$ cat src/rtl/apb_timer_evt_gen_pkg.sv
// Shared types and defaults for the timer event generator.
package apb_timer_evt_gen_pkg;

  localparam int unsigned CNT_W_DEF     = 16;
  localparam int unsigned IRQ_CNT_W_DEF = 8;

  typedef enum logic [1:0] {
    ST_IDLE     = 2'd0,
    ST_RUN      = 2'd1,
    ST_STOPPING = 2'd2,
    ST_STOPPED  = 2'd3
  } state_e;

endpackage

$ cat src/rtl/apb_timer_evt_gen_chan.sv
// One channel: period counter with event pulse, plus IRQ edge capture.
module apb_timer_evt_gen_chan
  import apb_timer_evt_gen_pkg::*;
#(
  parameter int unsigned CNT_W     = CNT_W_DEF,
  parameter int unsigned IRQ_CNT_W = IRQ_CNT_W_DEF
) (
  input  logic                 clk_i,
  input  logic                 rst_i,
  input  logic                 count_i,
  input  logic                 en_i,
  input  logic [CNT_W-1:0]     period_i,
  input  logic                 irq_i,
  input  logic                 ack_i,
  output logic                 event_o,
  output logic                 pend_o,
  output logic                 ovr_o,
  output logic [IRQ_CNT_W-1:0] irq_cnt_o
);

  logic [CNT_W-1:0]     cnt_q, cnt_d;
  logic [CNT_W-1:0]     per_q, per_d;
  logic [CNT_W-1:0]     per_eff;
  logic                 evt_q, evt_d;
  logic                 prev_q, prev_d;
  logic                 pend_q, pend_d;
  logic                 ovr_q, ovr_d;
  logic [IRQ_CNT_W-1:0] icnt_q, icnt_d;
  logic                 edge_w;

  // A fresh period is taken whenever the counter sits at zero.
  assign per_eff = (cnt_q == '0) ? period_i : per_q;
  assign edge_w  = irq_i & ~prev_q;

  always_comb begin
    cnt_d = cnt_q;
    per_d = per_q;
    evt_d = 1'b0;
    if (!en_i) begin
      cnt_d = '0;
    end else if (count_i) begin
      if (per_eff == '0) begin
        cnt_d = '0;
      end else if (cnt_q == per_eff - CNT_W'(1)) begin
        evt_d = 1'b1;
        cnt_d = '0;
      end else begin
        cnt_d = cnt_q + CNT_W'(1);
        per_d = per_eff;
      end
    end
  end

  always_comb begin
    prev_d = irq_i;
    pend_d = pend_q;
    ovr_d  = ovr_q;
    icnt_d = icnt_q;
    if (ack_i) begin
      pend_d = 1'b0;
      ovr_d  = 1'b0;
    end
    // An edge wins over a same-cycle ack for pending, not overrun.
    if (edge_w) begin
      pend_d = 1'b1;
      if (pend_q && !ack_i) ovr_d = 1'b1;
      if (icnt_q != '1) icnt_d = icnt_q + IRQ_CNT_W'(1);
    end
  end

  always_ff @(posedge clk_i) begin
    if (rst_i) begin
      cnt_q  <= '0;
      per_q  <= '0;
      evt_q  <= 1'b0;
      prev_q <= 1'b0;
      pend_q <= 1'b0;
      ovr_q  <= 1'b0;
      icnt_q <= '0;
    end else begin
      cnt_q  <= cnt_d;
      per_q  <= per_d;
      evt_q  <= evt_d;
      prev_q <= prev_d;
      pend_q <= pend_d;
      ovr_q  <= ovr_d;
      icnt_q <= icnt_d;
    end
  end

  assign event_o   = evt_q;
  assign pend_o    = pend_q;
  assign ovr_o     = ovr_q;
  assign irq_cnt_o = icnt_q;

endmodule

$ cat src/rtl/apb_timer_evt_gen.sv
// Event generator and IRQ monitor for a timer under test.
module apb_timer_evt_gen
  import apb_timer_evt_gen_pkg::*;
#(
  parameter int unsigned CNT_W     = CNT_W_DEF,
  parameter int unsigned IRQ_CNT_W = IRQ_CNT_W_DEF
) (
  input  logic                 clk_i,
  input  logic                 rst_i,
  input  logic                 en_lo_i,
  input  logic                 en_hi_i,
  input  logic [CNT_W-1:0]     period_lo_i,
  input  logic [CNT_W-1:0]     period_hi_i,
  input  logic                 stop_req_i,
  input  logic                 busy_i,
  input  logic                 irq_lo_i,
  input  logic                 irq_hi_i,
  input  logic [1:0]           irq_ack_i,
  output logic                 event_lo_o,
  output logic                 event_hi_o,
  output logic                 stoptimer_o,
  output logic [1:0]           irq_pending_o,
  output logic [1:0]           overrun_o,
  output logic [IRQ_CNT_W-1:0] irq_cnt_lo_o,
  output logic [IRQ_CNT_W-1:0] irq_cnt_hi_o,
  output logic [1:0]           state_o
);

  state_e state_q, state_d;
  logic   stop_q, stop_d;
  logic   any_en;
  logic   count_w;

  assign any_en = en_lo_i | en_hi_i;
  // Counting is withheld on the cycle a stop is requested so no
  // event can surface while stoptimer_o is high.
  assign count_w = (state_q == ST_RUN) && !stop_req_i;

  always_comb begin
    state_d = state_q;
    unique case (state_q)
      ST_IDLE: begin
        if (stop_req_i)  state_d = ST_STOPPING;
        else if (any_en) state_d = ST_RUN;
      end
      ST_RUN: begin
        if (stop_req_i)   state_d = ST_STOPPING;
        else if (!any_en) state_d = ST_IDLE;
      end
      ST_STOPPING: begin
        if (!busy_i) state_d = ST_STOPPED;
      end
      ST_STOPPED: begin
        if (!stop_req_i) state_d = any_en ? ST_RUN : ST_IDLE;
      end
      default: state_d = ST_IDLE;
    endcase
    stop_d = (state_d == ST_STOPPING) || (state_d == ST_STOPPED);
  end

  always_ff @(posedge clk_i) begin
    if (rst_i) begin
      state_q <= ST_IDLE;
      stop_q  <= 1'b0;
    end else begin
      state_q <= state_d;
      stop_q  <= stop_d;
    end
  end

  assign state_o     = state_q;
  assign stoptimer_o = stop_q;

  apb_timer_evt_gen_chan #(
    .CNT_W     (CNT_W),
    .IRQ_CNT_W (IRQ_CNT_W)
  ) u_lo (
    .clk_i     (clk_i),
    .rst_i     (rst_i),
    .count_i   (count_w),
    .en_i      (en_lo_i),
    .period_i  (period_lo_i),
    .irq_i     (irq_lo_i),
    .ack_i     (irq_ack_i[0]),
    .event_o   (event_lo_o),
    .pend_o    (irq_pending_o[0]),
    .ovr_o     (overrun_o[0]),
    .irq_cnt_o (irq_cnt_lo_o)
  );

  apb_timer_evt_gen_chan #(
    .CNT_W     (CNT_W),
    .IRQ_CNT_W (IRQ_CNT_W)
  ) u_hi (
    .clk_i     (clk_i),
    .rst_i     (rst_i),
    .count_i   (count_w),
    .en_i      (en_hi_i),
    .period_i  (period_hi_i),
    .irq_i     (irq_hi_i),
    .ack_i     (irq_ack_i[1]),
    .event_o   (event_hi_o),
    .pend_o    (irq_pending_o[1]),
    .ovr_o     (overrun_o[1]),
    .irq_cnt_o (irq_cnt_hi_o)
  );

endmodule

$ cat config.mk
export PLATFORM = sky130hd
export DESIGN_NAME = apb_timer_evt_gen
export DESIGN_NICKNAME = d
export VERILOG_FILES = /design/src/rtl/apb_timer_evt_gen_pkg.sv /design/src/rtl/apb_timer_evt_gen_chan.sv /design/src/rtl/apb_timer_evt_gen.sv
export SDC_FILE = /design/constraint.sdc
export NUM_CORES = 1
export LEC_CHECK = 0
export CORE_ASPECT_RATIO = 1.2
export CORE_MARGIN = 8
export CORE_UTILIZATION = 52
export CTS_CLUSTER_SIZE = 16
export DETAILED_ROUTE_END_ITERATION = 16
export PLACE_DENSITY = 0.85
export SLEW_MARGIN = 20
export SYNTH_ARGS = -nofsm -noshare
export SYNTH_HDL_FRONTEND = slang
export SYNTH_SLANG_ARGS = --single-unit
$ cat constraint.sdc
create_clock -name clk_i -period 4 [get_ports clk_i]
set_clock_uncertainty 0.1 [all_clocks]
set_input_delay 0.6 -clock clk_i [delete_from_list [all_inputs] [get_ports clk_i]]
set_output_delay 0.6 -clock clk_i [all_outputs]
set_load 0.03 [all_outputs]
### Word level (Yosys, flattened, before mapping)

Cells that the tools add are included.

| word-level totals | value |
|---|---|
| register bits | 91 |
| bits of input ports | 42 |

| operators by class | value |
|---|---|
| $add $sub $neg | 6 |
| equal/unequal tests | 9 |
| multiplexer cells | 26 |
| bitwise gates (word level) | 12 |
| reduce and logical (&&, ||, !) cells | 22 |

Operator list:

| operator | number |
|---|---|
| 16-bit two-way mux | 6 |
| 16-bit logical NOT | 4 |
| 16-bit by 1-bit adder with 16-bit output (second input constant) | 2 |
| 16-bit equality test | 2 |
| 16-bit by 1-bit subtractor with 16-bit output (second input constant) | 2 |
| 8-bit by 1-bit adder with 8-bit output (second input constant) | 2 |
| 8-bit != test (second input constant) | 2 |
| 1-bit two-way mux | 13 |
| 2-bit two-way mux | 6 |
| 1-bit NOT | 9 |
| 2-bit equality test (second input constant) | 4 |
| 2-bit case mux with 4 select lines | 1 |
| 4-bit AND reduction | 2 |
| 4-bit OR reduction | 2 |
| 2-bit AND reduction | 2 |
| 2-bit nonzero test | 2 |
| 2-bit OR reduction | 2 |
| 1-bit logical AND | 3 |
| 1-bit logical NOT | 3 |
| 1-bit bitwise AND | 2 |
| 2-bit by 1-bit equality test with 1-bit output (second input constant) | 1 |
| 2-bit logical NOT | 1 |
| 1-bit logical OR | 1 |
| 1-bit OR | 1 |

### Depth between registers and ports, before layout

Gate-level depths: netlist of the first run.

| logic depth | value |
|---|---|
| depth after elaboration | 6 |
| mapped depth | 21 |
| depth with buffers taken out | 15 |

### Modules after synthesis

A second synthesis of the first run with hierarchy kept.

| unflattened totals | value |
|---|---|
| cells, all modules | 826 |
| area, all modules | 6700.2 um^2 |

By module, submodules not included:

| module | instances | cells each | area each (um^2) | seq. area each (um^2) |
|---|---|---|---|---|
| apb_timer_evt_gen_chan | 2 | 407 | 3289.4 | 880.8 |
| apb_timer_evt_gen | 1 | 12 | 121.4 | 60.1 |

### Worst setup path before layout of the first run

Ideal clock, no wire load.

| timing path | value |
|---|---|
| path type | reg2reg |
| start point | register u_hi.cnt_q[0] |
| end point | register u_hi.cnt_q[12] |
| setup time | 0.132 ns |
| arrival | 4.148 ns |
| path slack | -0.380 ns |
| stages on the path, launching flop included | 21 |
| buffers on the path | 5 |
| clock period less this slack | 4.380 ns |
| cell sequence | dfxtp_1 inv_1 ha_1 nor4b_4 and4_1 buf_4 buf_8 buf_8 mux2i_1 ha_1 or4b_1 clkbuf_1 or3_1 nor4_1 a221oi_1 nor4_1 o211ai_1 nor4_2 o21a_2 buf_6 nor3_1 |

| on the way | value |
|---|---|
| longest elaborated chain between the ends | 6 |
| elaborated cells on any way between the ends | 8 |
| classes of those cells | 2 x add/sub; 1 x eq/ne; 3 x mux; 2 x reduce/logical |

Ends and longest elaborated chain:

| what | line | RTL |
|---|---|---|
| from (decl) | apb_timer_evt_gen_chan.sv:21 | `logic [CNT_W-1:0] cnt_q, cnt_d;` |
| from (signal assigned) | apb_timer_evt_gen_chan.sv:81 | `cnt_q <= cnt_d;` |
| 16-bit logical NOT | apb_timer_evt_gen_chan.sv:32 | `assign per_eff = (cnt_q == '0) ? period_i : per_q;` |
| 16-bit two-way mux | apb_timer_evt_gen_chan.sv:32 |  |
| 16-bit by 1-bit subtractor with 16-bit output | apb_timer_evt_gen_chan.sv:44 | `end else if (cnt_q == per_eff - CNT_W'(1)) begin` |
| 16-bit equality test | apb_timer_evt_gen_chan.sv:44 |  |
| 16-bit two-way mux | apb_timer_evt_gen_chan.sv:44 |  |
| 16-bit two-way mux * | apb_timer_evt_gen_chan.sv:42 | `if (per_eff == '0) begin` |

Every way passes the cells marked *; elsewhere a longest branch is shown, timed or not.
A chain may end at the register's enable or synchronous reset.

### Final worst setup path of the first run

| timing path | value |
|---|---|
| start point | register u_hi.cnt_q[0] |
| end point | register u_hi.cnt_q[2] |

The elaborated chain is that of the path after synthesis.

==> metrics.yaml, run 1 <==
place:
  port_buffers: 66
  routabilityCongestion: 0.9409
  place_inst: 1058
  dp_hpwl_mm: 14.09
  placed_area_um2: 7705
critical_path:
  cp-start-kind: "flop"
  crit_buf_inv: 2
  crit_slowest_cell: "or4b_4"
  worst-r2r-setup-slack_ns: -0.17
  r2r-start: "u_hi.cnt_q[0]"
  cp_max_fo: 7
  worstSetupPathDepth: 16
  critPathLaunch: "u_hi.cnt_q[0]"
  worst_ep_arrival_time_ns: 4.27
  crit_family: "simple AND/OR/NAND/NOR gates"
  crit_chain: "inv_2 > ha_4 > nor4b_4 > and4_4 > mux2i_2 > ha_2 > or4b_4 > buf_4 > nor3_2 > mux2_2 > nor4_2 > or3_1 > or4_4 > nor4_4 > o21a_2 > nor3_1"
  path_class: "reg2reg"
  r2r_cells: 16
  crit_end: "u_hi.cnt_q[2]"
  end_kind: "flop"
  r2r_end: "u_hi.cnt_q[2]"
  max_stage_delay_ns: 0.47
  required_ns: 4.10
yosys:
  synth_cells: 802
  avgSynthCellArea_um2: 8.097
  ys_ff_latch: 91
  syn_nets: 852
  yosysTopAreaCell: "dfxtp_1"
  synth-main-ff-cell: "dfxtp_1"
  synthArstFlopShare_pct: 0
  synthTopCellsByArea: "dfxtp_1, mux2i_1, xnor2_1, xor2_1, nand3_1"
  synth_top_cell_area_share_pct: 28.05
  yosys_warnings: 0
  synth_edf_count: 0
  synth_common_cells: "dfxtp_1, nor2_1, nand3_1, nor3_1"
  yosysSeqAreaShare_pct: 28.05
  synth_area_um2: 6494
  yosys.cell_count.top_type: "dfxtp_1"
  ys_types: 77
clock_tree:
  clk_path_buf_depth: 2
  cts_sinks: 91
  clk_latency_ns: 0.35
  path_clk_slew_ns: 0.07
  cts_root_buf: "clkbuf_16"
  cts_tree: "built"
  cts_buffers: 9
  h-tree-depth: 3
layout:
  nets: 970
  synthToLayoutAreaGrowth_pct: 31.75
  finalInstanceArea_um2: 8556
  drive_above_1_share_pct: 25.19
  fin_cells: 1086
  antennaDiodeCount: 0
  n_fill_cell: 915
min_path:
  hold_class: "reg2reg"
  hp-start: "u_hi.per_q[15]"
power:
  internal-power_mw: 1.544
  switchingPower_mw: 0.6362
  leakage_nw: 3.199
  power_frac_seq_pct: 43.1
  combPwrFrac_pct: 18.0
  p_clk_share_pct: 38.9
  peakVddDrop_mv: 0.1884
  power_density_nw_per_um2: 254.8
  p_sw_share_pct: 29.18
die:
  dieArea_um2: 16330
  ioPinCount: 67
  die_w_um: 118.0
  num_rows: 44
  die_h_um: 138.4
  core-area_um2: 12170
  start_util_pct: 53.37
run:
  maxCapViolCount: 0
drt:
  first_pass_iters: 5
  drcViolationCount: 0
  routedWlPerCell_um: 19.58
  finalWirelength_mm: 21.27
  drt_iter0_drc: 700
  ant_nets: 0
  vias: 6921
  vias_per_cell: 6.373
global_routing:
  grt_max_degree: 45
  grt_pass1_wl_mm: 31.44
  grt_pass1_vias: 6384
  antenna_found_initial: 0
  grt_overflow: 0
  grt_usage_pct: 22.91
timing:
  holdWs_ns: 0.3714
  max_freq_ghz: 0.2397
  post-route-period-util_pct: 104.3
  finalSetupTns_ns: -2.934
  relSlewSlack_pct: 35.69
  finalMaxSlewViolations: 0
  rsz0062_at_grt: "true"
  layout_min_cycle_time_ns: 4.171
  setup_viol: 31
  layout_setup_ws_ns: -0.1711
  hold_violations: 0
  tightest_slew_ns: 0.9646
run_status:
  status: "finished, violations left"
  violations: "negative setup slack"
-- layout make-up --
cell class              instances  area, um^2  share of cell area, %
multi-input cells             643        4760                  55.63
flip-flops and latches         91        1827                  21.35
repair buffers                156        1410                  16.48
clock buffers                  10       239.0                  2.793
well taps                     161       201.4                  2.354
inverters                      19       71.32                 0.8336
clock inverters                 6       47.55                 0.5557
-- timing repair --
| item | CTS | global route |
|---|---|---|
| buffers inserted | 1 | 10 |
| gates resized for setup | 18 | 94 |
| hold buffers | 0 | 0 |
| setup endpoints to repair | 62 | 66 |
| gates cloned | 1 | 0 |
| pin swaps | 9 | 51 |
-- flip-flops by register name, indices dropped and copies added, names as in the netlist --
register        cells
u_hi.event_o        1
stoptimer_o         1
u_lo.cnt_q         16
u_hi.cnt_q         16
u_lo.event_o        1
u_lo.pend_o         1
u_hi.pend_o         1
u_hi.per_q         16
u_lo.prev_q         1
u_hi.prev_q         1
state_o             2
u_hi.irq_cnt_o      8
u_hi.ovr_o          1
u_lo.per_q         16
u_lo.ovr_o          1
u_lo.irq_cnt_o      8
-- worst min-delay path: stages, from the launching register on --
cell and delay (ns):
dfxtp_1 0.32, o21ai_2 0.05, a21oi_1 0.06
-- metrics by stage --
step / total power [mW] / util (%) / setup WS, ns
2_1_floorplan: 1.162 / - / -0.3356
3_3_place_gp: 1.293 / 63.33 / -0.05233
3_5_place_dp: 1.300 / 63.33 / -0.2080
4_1_cts: 2.147 / 66.36 / -0.002443
5_1_grt: 2.246 / 70.32 / -0.2898
6_report: 2.180 / 70.32 / -0.1711
-- per-layer routing --
layer  vias to the layer above  GRT usage, %  share of wire (%)
met5                         -             0                  0
met3                        84         3.503                5.9
met1                      3305         26.25                 39
met4                         0         11.62                4.4
met2                       361         40.42                 51
li1                       3171             -                  -
-- layout by cell type (no fill, tap or decap), types with 36 or more instances in the layout --
cell / n
nor2_1: 62
nand3_1: 39
buf_4: 78
nand2_1: 43
dfxtp_1: 87
nor3_1: 47
a21oi_1: 36
mux2i_1: 37
clkdlybuf4s50_1: 65
xnor2_1: 43
-- power by group through the flow --
stage / sequential, mW / clock, mW / combinational [mW]
after global routing: 0.942 / 0.886 / 0.418
after floorplan: 0.967 / 0 / 0.195
final: 0.940 / 0.848 / 0.392
after detailed placement: 0.959 / 0 / 0.340
after global placement: 0.958 / 0 / 0.335
after CTS: 0.938 / 0.858 / 0.351
-- worst min-delay path by stage --
stage / endpoint / slack (ns) / depth (start not counted)
detailed placement: u_hi.per_q[15] / 0.38 / 2
floorplan: u_hi.per_q[15] / 0.36 / 2
finish: u_hi.per_q[15] / 0.37 / 2
global route: u_hi.per_q[15] / 0.39 / 2
global placement: u_hi.per_q[15] / 0.37 / 2
CTS: u_hi.per_q[15] / 0.39 / 2
-- cell families after synthesis --
group	after synthesis	share of synthesized area, %
AOI/OAI and AO/OA	151	15.09
and+or+nand+nor	352	30.81
adders and majority gates	8	1.541
xor gates and xnor gates	78	10.52
buffers and inverters	69	5.530
muxes	53	8.458
DFF	91	28.05
(Power assumes the default switching activity.)
==> run 2: changes to the inputs <==
--- a/config.mk
+++ b/config.mk
@@ -10,7 +10,8 @@
 export CORE_UTILIZATION = 52
 export CTS_CLUSTER_SIZE = 16
 export DETAILED_ROUTE_END_ITERATION = 16
-export PLACE_DENSITY = 0.85
+export MAX_ROUTING_LAYER = met4
+export PLACE_DENSITY = 0.86
 export SLEW_MARGIN = 20
 export SYNTH_ARGS = -nofsm -noshare
 export SYNTH_HDL_FRONTEND = slang
==> metrics.yaml, run 2 (synthesized netlist as in run 1, its figures left out) <==
global_routing:
  grt_usage_pct: 23.96  # +1.0 points
  antenna_found_initial: 0  # unchanged
  grt_max_degree: 45  # unchanged
  grt_pass1_vias: 6598  # +3.4%
  grt_pass1_wl_mm: 32.04  # +1.9%
  grt_overflow: 0  # unchanged
timing:
  finalMaxSlewViolations: 0  # unchanged
  setup_viol: 31  # unchanged
  relSlewSlack_pct: 52.64  # +17 points
  tightest_slew_ns: 0.7104  # -0.2542 ns
  holdWs_ns: 0.3818  # +0.01036 ns
  max_freq_ghz: 0.2443  # +1.9%
  layout_setup_ws_ns: -0.09403  # +0.07711 ns
  layout_min_cycle_time_ns: 4.094  # -0.07711 ns
  post-route-period-util_pct: 102.4  # -1.9 points
  hold_violations: 0  # unchanged
  rsz0062_at_grt: "true"
layout:
  finish.utilization_pct: 69.63  # -0.69 points
  finalInstanceArea_um2: 8472  # -0.98%
  final_cell_mix: "dfxtp_1, buf_4, clkdlybuf4s50_1"
  layout_commonest_cell: "dfxtp_1"
  antennaDiodeCount: 0  # unchanged
  synthToLayoutAreaGrowth_pct: 30.46
  nets: 969  # -0.10%
  drive_above_1_share_pct: 22.08  # -3.1 points
place:
  placed_area_um2: 7692  # -0.16%
  port_buffers: 66  # unchanged
  dp_hpwl_mm: 14.17  # +0.63%
  routabilityCongestion: 0.9686  # +2.9%
min_path:
  hold_class: "reg2reg"
clock_tree:
  cts_sinks: 91  # unchanged
  cts_root_buf: "clkbuf_16"
  cts_tree: "built"
  clk_path_buf_depth: 2  # unchanged
  cts_hold_buf: 0  # unchanged
  clk_latency_ns: 0.35  # about the same
  h-tree-depth: 3  # unchanged
  cts_buffers: 9  # unchanged
  path_clk_slew_ns: 0.07  # about the same
drt:
  vias_per_cell: 6.188  # -2.9%
  ant_nets: 0  # unchanged
  first_pass_iters: 5  # unchanged
  drcViolationCount: 0  # unchanged
  drt_iter0_drc: 566  # -19%
  vias: 6714  # -3.0%
  finalWirelength_mm: 20.18  # -5.1%
  routedWlPerCell_um: 18.60  # -5.0%
critical_path:
  worst_ep_arrival_time_ns: 4.21  # -0.06 ns
  cp_max_fo: 7  # unchanged
  cp-start-kind: "flop"
  required_ns: 4.12  # +0.02 ns
  path_class: "reg2reg"
  end_kind: "flop"
run_status:
  status: "finished, violations left"
  violations: "negative setup slack"
power:
  leakage_nw: 3.201  # about the same
  total_power_mw: 2.342  # +7.4%
  peakVddDrop_mv: 0.2302  # +22%
  power_density_nw_per_um2: 276.4  # +8.5%
die:
  die_w_um: 118.0  # unchanged
  core-area_um2: 12170  # unchanged
  dieArea_um2: 16330  # unchanged
  num_rows: 44  # unchanged
  start_util_pct: 53.37  # unchanged
  ioPinCount: 67  # unchanged
  die_h_um: 138.4  # unchanged
run:
  maxCapViolCount: 0  # unchanged
[run 2: changes by cell type in the layout (fill, tap and decap cells not counted), sizes merged]
cell,delta
buf,-1
bufinv,+3
clkbuf,-1
clkinv,-2
clkinvlp,-1
inv,+1
[run 2: path summary, 6_finish.rpt]
kind / startpoint / endpoint / slack, ns / depth (start not counted)
hold / removal: u_hi.per_q[15] / u_hi.per_q[15] / 0.38 / 2
setup / recovery: u_hi.cnt_q[0] / u_hi.per_q[14] / -0.09 / 19
hold reg to reg: u_hi.per_q[15] / u_hi.per_q[15] / 0.38 / 2
setup reg to reg: u_hi.cnt_q[0] / u_hi.per_q[14] / -0.09 / 19
[run 2: cell type report]
type	count	area, um^2
multi-input cells	643	4629
fillers	896	3695
well taps	161	201.4
flip-flops and latches	91	1824
inverters	19	71.32
clock buffers	9	225.2
repair buffers	155	1390
clock inverters	7	130.1
[run 2: metrics by stage]
stage	worst slack, ns	setup TNS (ns)	cells
floorplan	-0.3356	-8.926	802
global placement	-0.1272	-1.922	1058
detailed placement	-0.2493	-5.997	1058
CTS	-0.03058	-0.2676	1079
global route	-0.2945	-7.935	1085
finish	-0.09403	-1.975	1085
[run 2: routing by layer]
metal	routed length, um	global-route usage, %	up-vias
li1	-	-	3170
met1	7658	25.37	3181
met2	10490	43.10	281
met3	1128	3.462	82
met4	905	11.15	0
met5	0	-	-
[run 2: critical path: stages, from the launching register on]
cell	delay, ns
dfxtp_2	0.32
inv_2	0.07
ha_4	0.13
nor4b_4	0.21
and4_4	0.33
mux2i_2	0.28
ha_2	0.24
buf_4	0.12
buf_4	0.09
buf_4	0.12
nor4b_1	0.38
nand2_1	0.10
o211ai_1	0.14
a21oi_1	0.13
a211o_1	0.33
and4_1	0.21
and4b_2	0.28
buf_8	0.15
o21ai_2	0.15
a21oi_2	0.06
[run 2: power breakdown]
| part | internal [mW] | switching [mW] | leakage [nW] |
|---|---|---|---|
| Combinational | 0.175 | 0.204 | 2.29 |
| Sequential | 0.921 | 0.0183 | 0.737 |
| Clock | 0.625 | 0.398 | 0.174 |
| Total | 1.72 | 0.621 | 3.20 |
[run 2: repair_timing]
action                                  in CTS  in global routing
pin swaps                                   11                 40
gates cloned                                 1                  0
endpoints found under the setup margin      63                 65
setup buffers                                4                  6
gates resized for setup                     32                 51
==> run 3: changes to the inputs <==
--- a/config.mk
+++ b/config.mk
@@ -12,6 +12,7 @@
 export DETAILED_ROUTE_END_ITERATION = 16
 export MAX_ROUTING_LAYER = met4
 export PLACE_DENSITY = 0.86
+export SETUP_SLACK_MARGIN = 0.2
 export SLEW_MARGIN = 20
 export SYNTH_ARGS = -nofsm -noshare
 export SYNTH_HDL_FRONTEND = slang
==> metrics.yaml, run 3 (synthesized netlist as in run 1, its figures left out) <==
power:
  combPwrFrac_pct: 18.1  # +1.9 points
  leakage_nw: 3.357  # +4.9%
  p_sw_share_pct: 29.85  # +3.3 points
  p_clk_share_pct: 38.8  # -4.9 points
  total_power_mw: 2.184  # -6.7%
  switchingPower_mw: 0.6518  # +5.0%
  internal-power_mw: 1.532  # -11%
  power_frac_seq_pct: 43.1  # +3.0 points
  peakVddDrop_mv: 0.1803  # -22%
  power_density_nw_per_um2: 244.2  # -12%
critical_path:
  required_ns: 4.10  # -0.02 ns
  max_stage_delay_ns: 0.51  # +0.13 ns
  worst_ep_arrival_time_ns: 4.27  # +0.06 ns
  end_kind: "flop"
  path_class: "reg2reg"
  crit_chain: "inv_2 > ha_4 > nor4b_4 > and4_4 > mux2i_2 > ha_2 > or4b_4 > nor3_2 > mux2_4 > nor4_1 > or3_1 > or4_4 > nor4_4 > o21a_2 > buf_12 > nor3_1"
  crit_slowest_cell: "or4b_4"
  cp-start-kind: "flop"
  cp_max_fo: 14  # +7
  r2r_cells: 16  # -3
drt:
  finalWirelength_mm: 22.68  # +12%
  ant_nets: 0  # unchanged
  first_pass_iters: 5  # unchanged
  vias_per_cell: 6.443  # +4.1%
  drt_iter0_drc: 705  # +25%
  vias: 7184  # +7.0%
  drcViolationCount: 0  # unchanged
  routedWlPerCell_um: 20.34  # +9.4%
global_routing:
  grt_pass1_vias: 6860  # +4.0%
  grt_overflow: 0  # unchanged
  grt_usage_pct: 25.33  # +1.4 points
  grt_max_degree: 41  # -8.9%
  grt_pass1_wl_mm: 33.56  # +4.7%
  antenna_found_initial: 0  # unchanged
die:
  start_util_pct: 53.37  # unchanged
  num_rows: 44  # unchanged
  ioPinCount: 67  # unchanged
  die_w_um: 118.0  # unchanged
  dieArea_um2: 16330  # unchanged
  core-area_um2: 12170  # unchanged
  die_h_um: 138.4  # unchanged
timing:
  setup_viol: 31  # unchanged
  rsz0062_at_grt: "true"
  hold_violations: 0  # unchanged
  finalSetupTns_ns: -4.160  # -2.185 ns
  post-route-period-util_pct: 104.4  # +2.0 points
  finalMaxSlewViolations: 0  # unchanged
  relSlewSlack_pct: 24.92  # -28 points
  max_freq_ghz: 0.2396  # -1.9%
  tightest_slew_ns: 1.126  # +0.4157 ns
  layout_setup_ws_ns: -0.1742  # -0.08017 ns
  layout_min_cycle_time_ns: 4.174  # +0.08017 ns
layout:
  drive_above_1_share_pct: 29.56  # +7.5 points
  final_cell_mix: "buf_4, dfxtp_1, clkdlybuf4s50_1"
  synthToLayoutAreaGrowth_pct: 37.71
  antennaDiodeCount: 0  # unchanged
  nets: 999  # +3.1%
  layout_commonest_cell: "buf_4"
min_path:
  hold_class: "reg2reg"
  hold_depth: 2  # unchanged
clock_tree:
  h-tree-depth: 3  # unchanged
  cts_tree: "built"
  path_clk_slew_ns: 0.07  # about the same
  clk_latency_ns: 0.35  # about the same
  cts_buffers: 9  # unchanged
  cts_sinks: 91  # unchanged
  clk_path_buf_depth: 2  # unchanged
  cts_root_buf: "clkbuf_16"
run_status:
  violations: "negative setup slack"
  status: "finished, violations left"
place:
  dp_hpwl_mm: 14.51  # +2.4%
  routabilityCongestion: 0.9879  # +2.0%
  port_buffers: 66  # unchanged
  place_ws_ns: -0.2144  # +0.03494 ns
run:
  maxCapViolCount: 0  # unchanged
-- run 3: cell type report --
cell class,count,area (um^2)
sequential,91,1827
fill,831,3224
tap,161,201.4
multi-input combinational,642,4901
clock buffer,9,225.2
timing repair buffer,186,1658
inverter,19,71.32
clock inverter,7,58.81
-- run 3: what timing repair did --
item                                    CTS  global route
cloned                                    0             2
endpoints found under the setup margin   66            64
pin swaps                                17            62
setup buffers                            28             5
hold buffers                              0             0
resized for setup                        45            81
-- run 3: per-layer routing --
metal  GRT usage [%]  share of wire [%]
met1           26.10                 37
met2           44.06                 51
met3           4.644                6.4
met4           15.54                6.4
met5               -                  0
-- run 3: worst paths after layout --
| path | to | slack (ns) | start |
|---|---|---|---|
| worst min-delay path | u_lo.per_q[15] | 0.38 | u_lo.per_q[15] |
| worst max register to register | u_hi.cnt_q[2] | -0.17 | u_hi.cnt_q[0] |
| worst max-delay path | u_hi.cnt_q[2] | -0.17 | u_hi.cnt_q[0] |
| worst min register to register | u_lo.per_q[15] | 0.38 | u_lo.per_q[15] |
-- run 3: power by group through the flow --
stage / Sequential [mW] / Clock, mW / Combinational [mW]
after floorplan: 0.968 / 0 / 0.199
after global placement: 0.959 / 0 / 0.338
after detailed placement: 0.960 / 0 / 0.343
after CTS: 0.939 / 0.849 / 0.361
after global routing: 0.943 / 0.891 / 0.419
final: 0.942 / 0.847 / 0.395
-- run 3: stage by stage --
stage                     std cells  util [%]  instance area, um^2  hold slack [ns]
after floorplan                 802         -                 6628           0.3395
after global placement         1064     64.05                 7792           0.3484
after detailed placement       1064     64.05                 7792           0.3666
after CTS                      1108     69.61                 8469           0.3759
after global routing           1115     73.50                 8942           0.3942
final                          1115     73.50                 8942           0.3762
-- run 3: critical path, delay by kind of cell (launching register included) --
kind                     cells  cell delay [ns]
AND/OR/NAND/NOR              9             2.36
multiplexers                 2             0.43
adder cells (fa/ha/maj)      2             0.38
flip-flops                   1             0.33
buffers and inverters        2             0.22
AO/OA/AOI/OAI                1             0.19
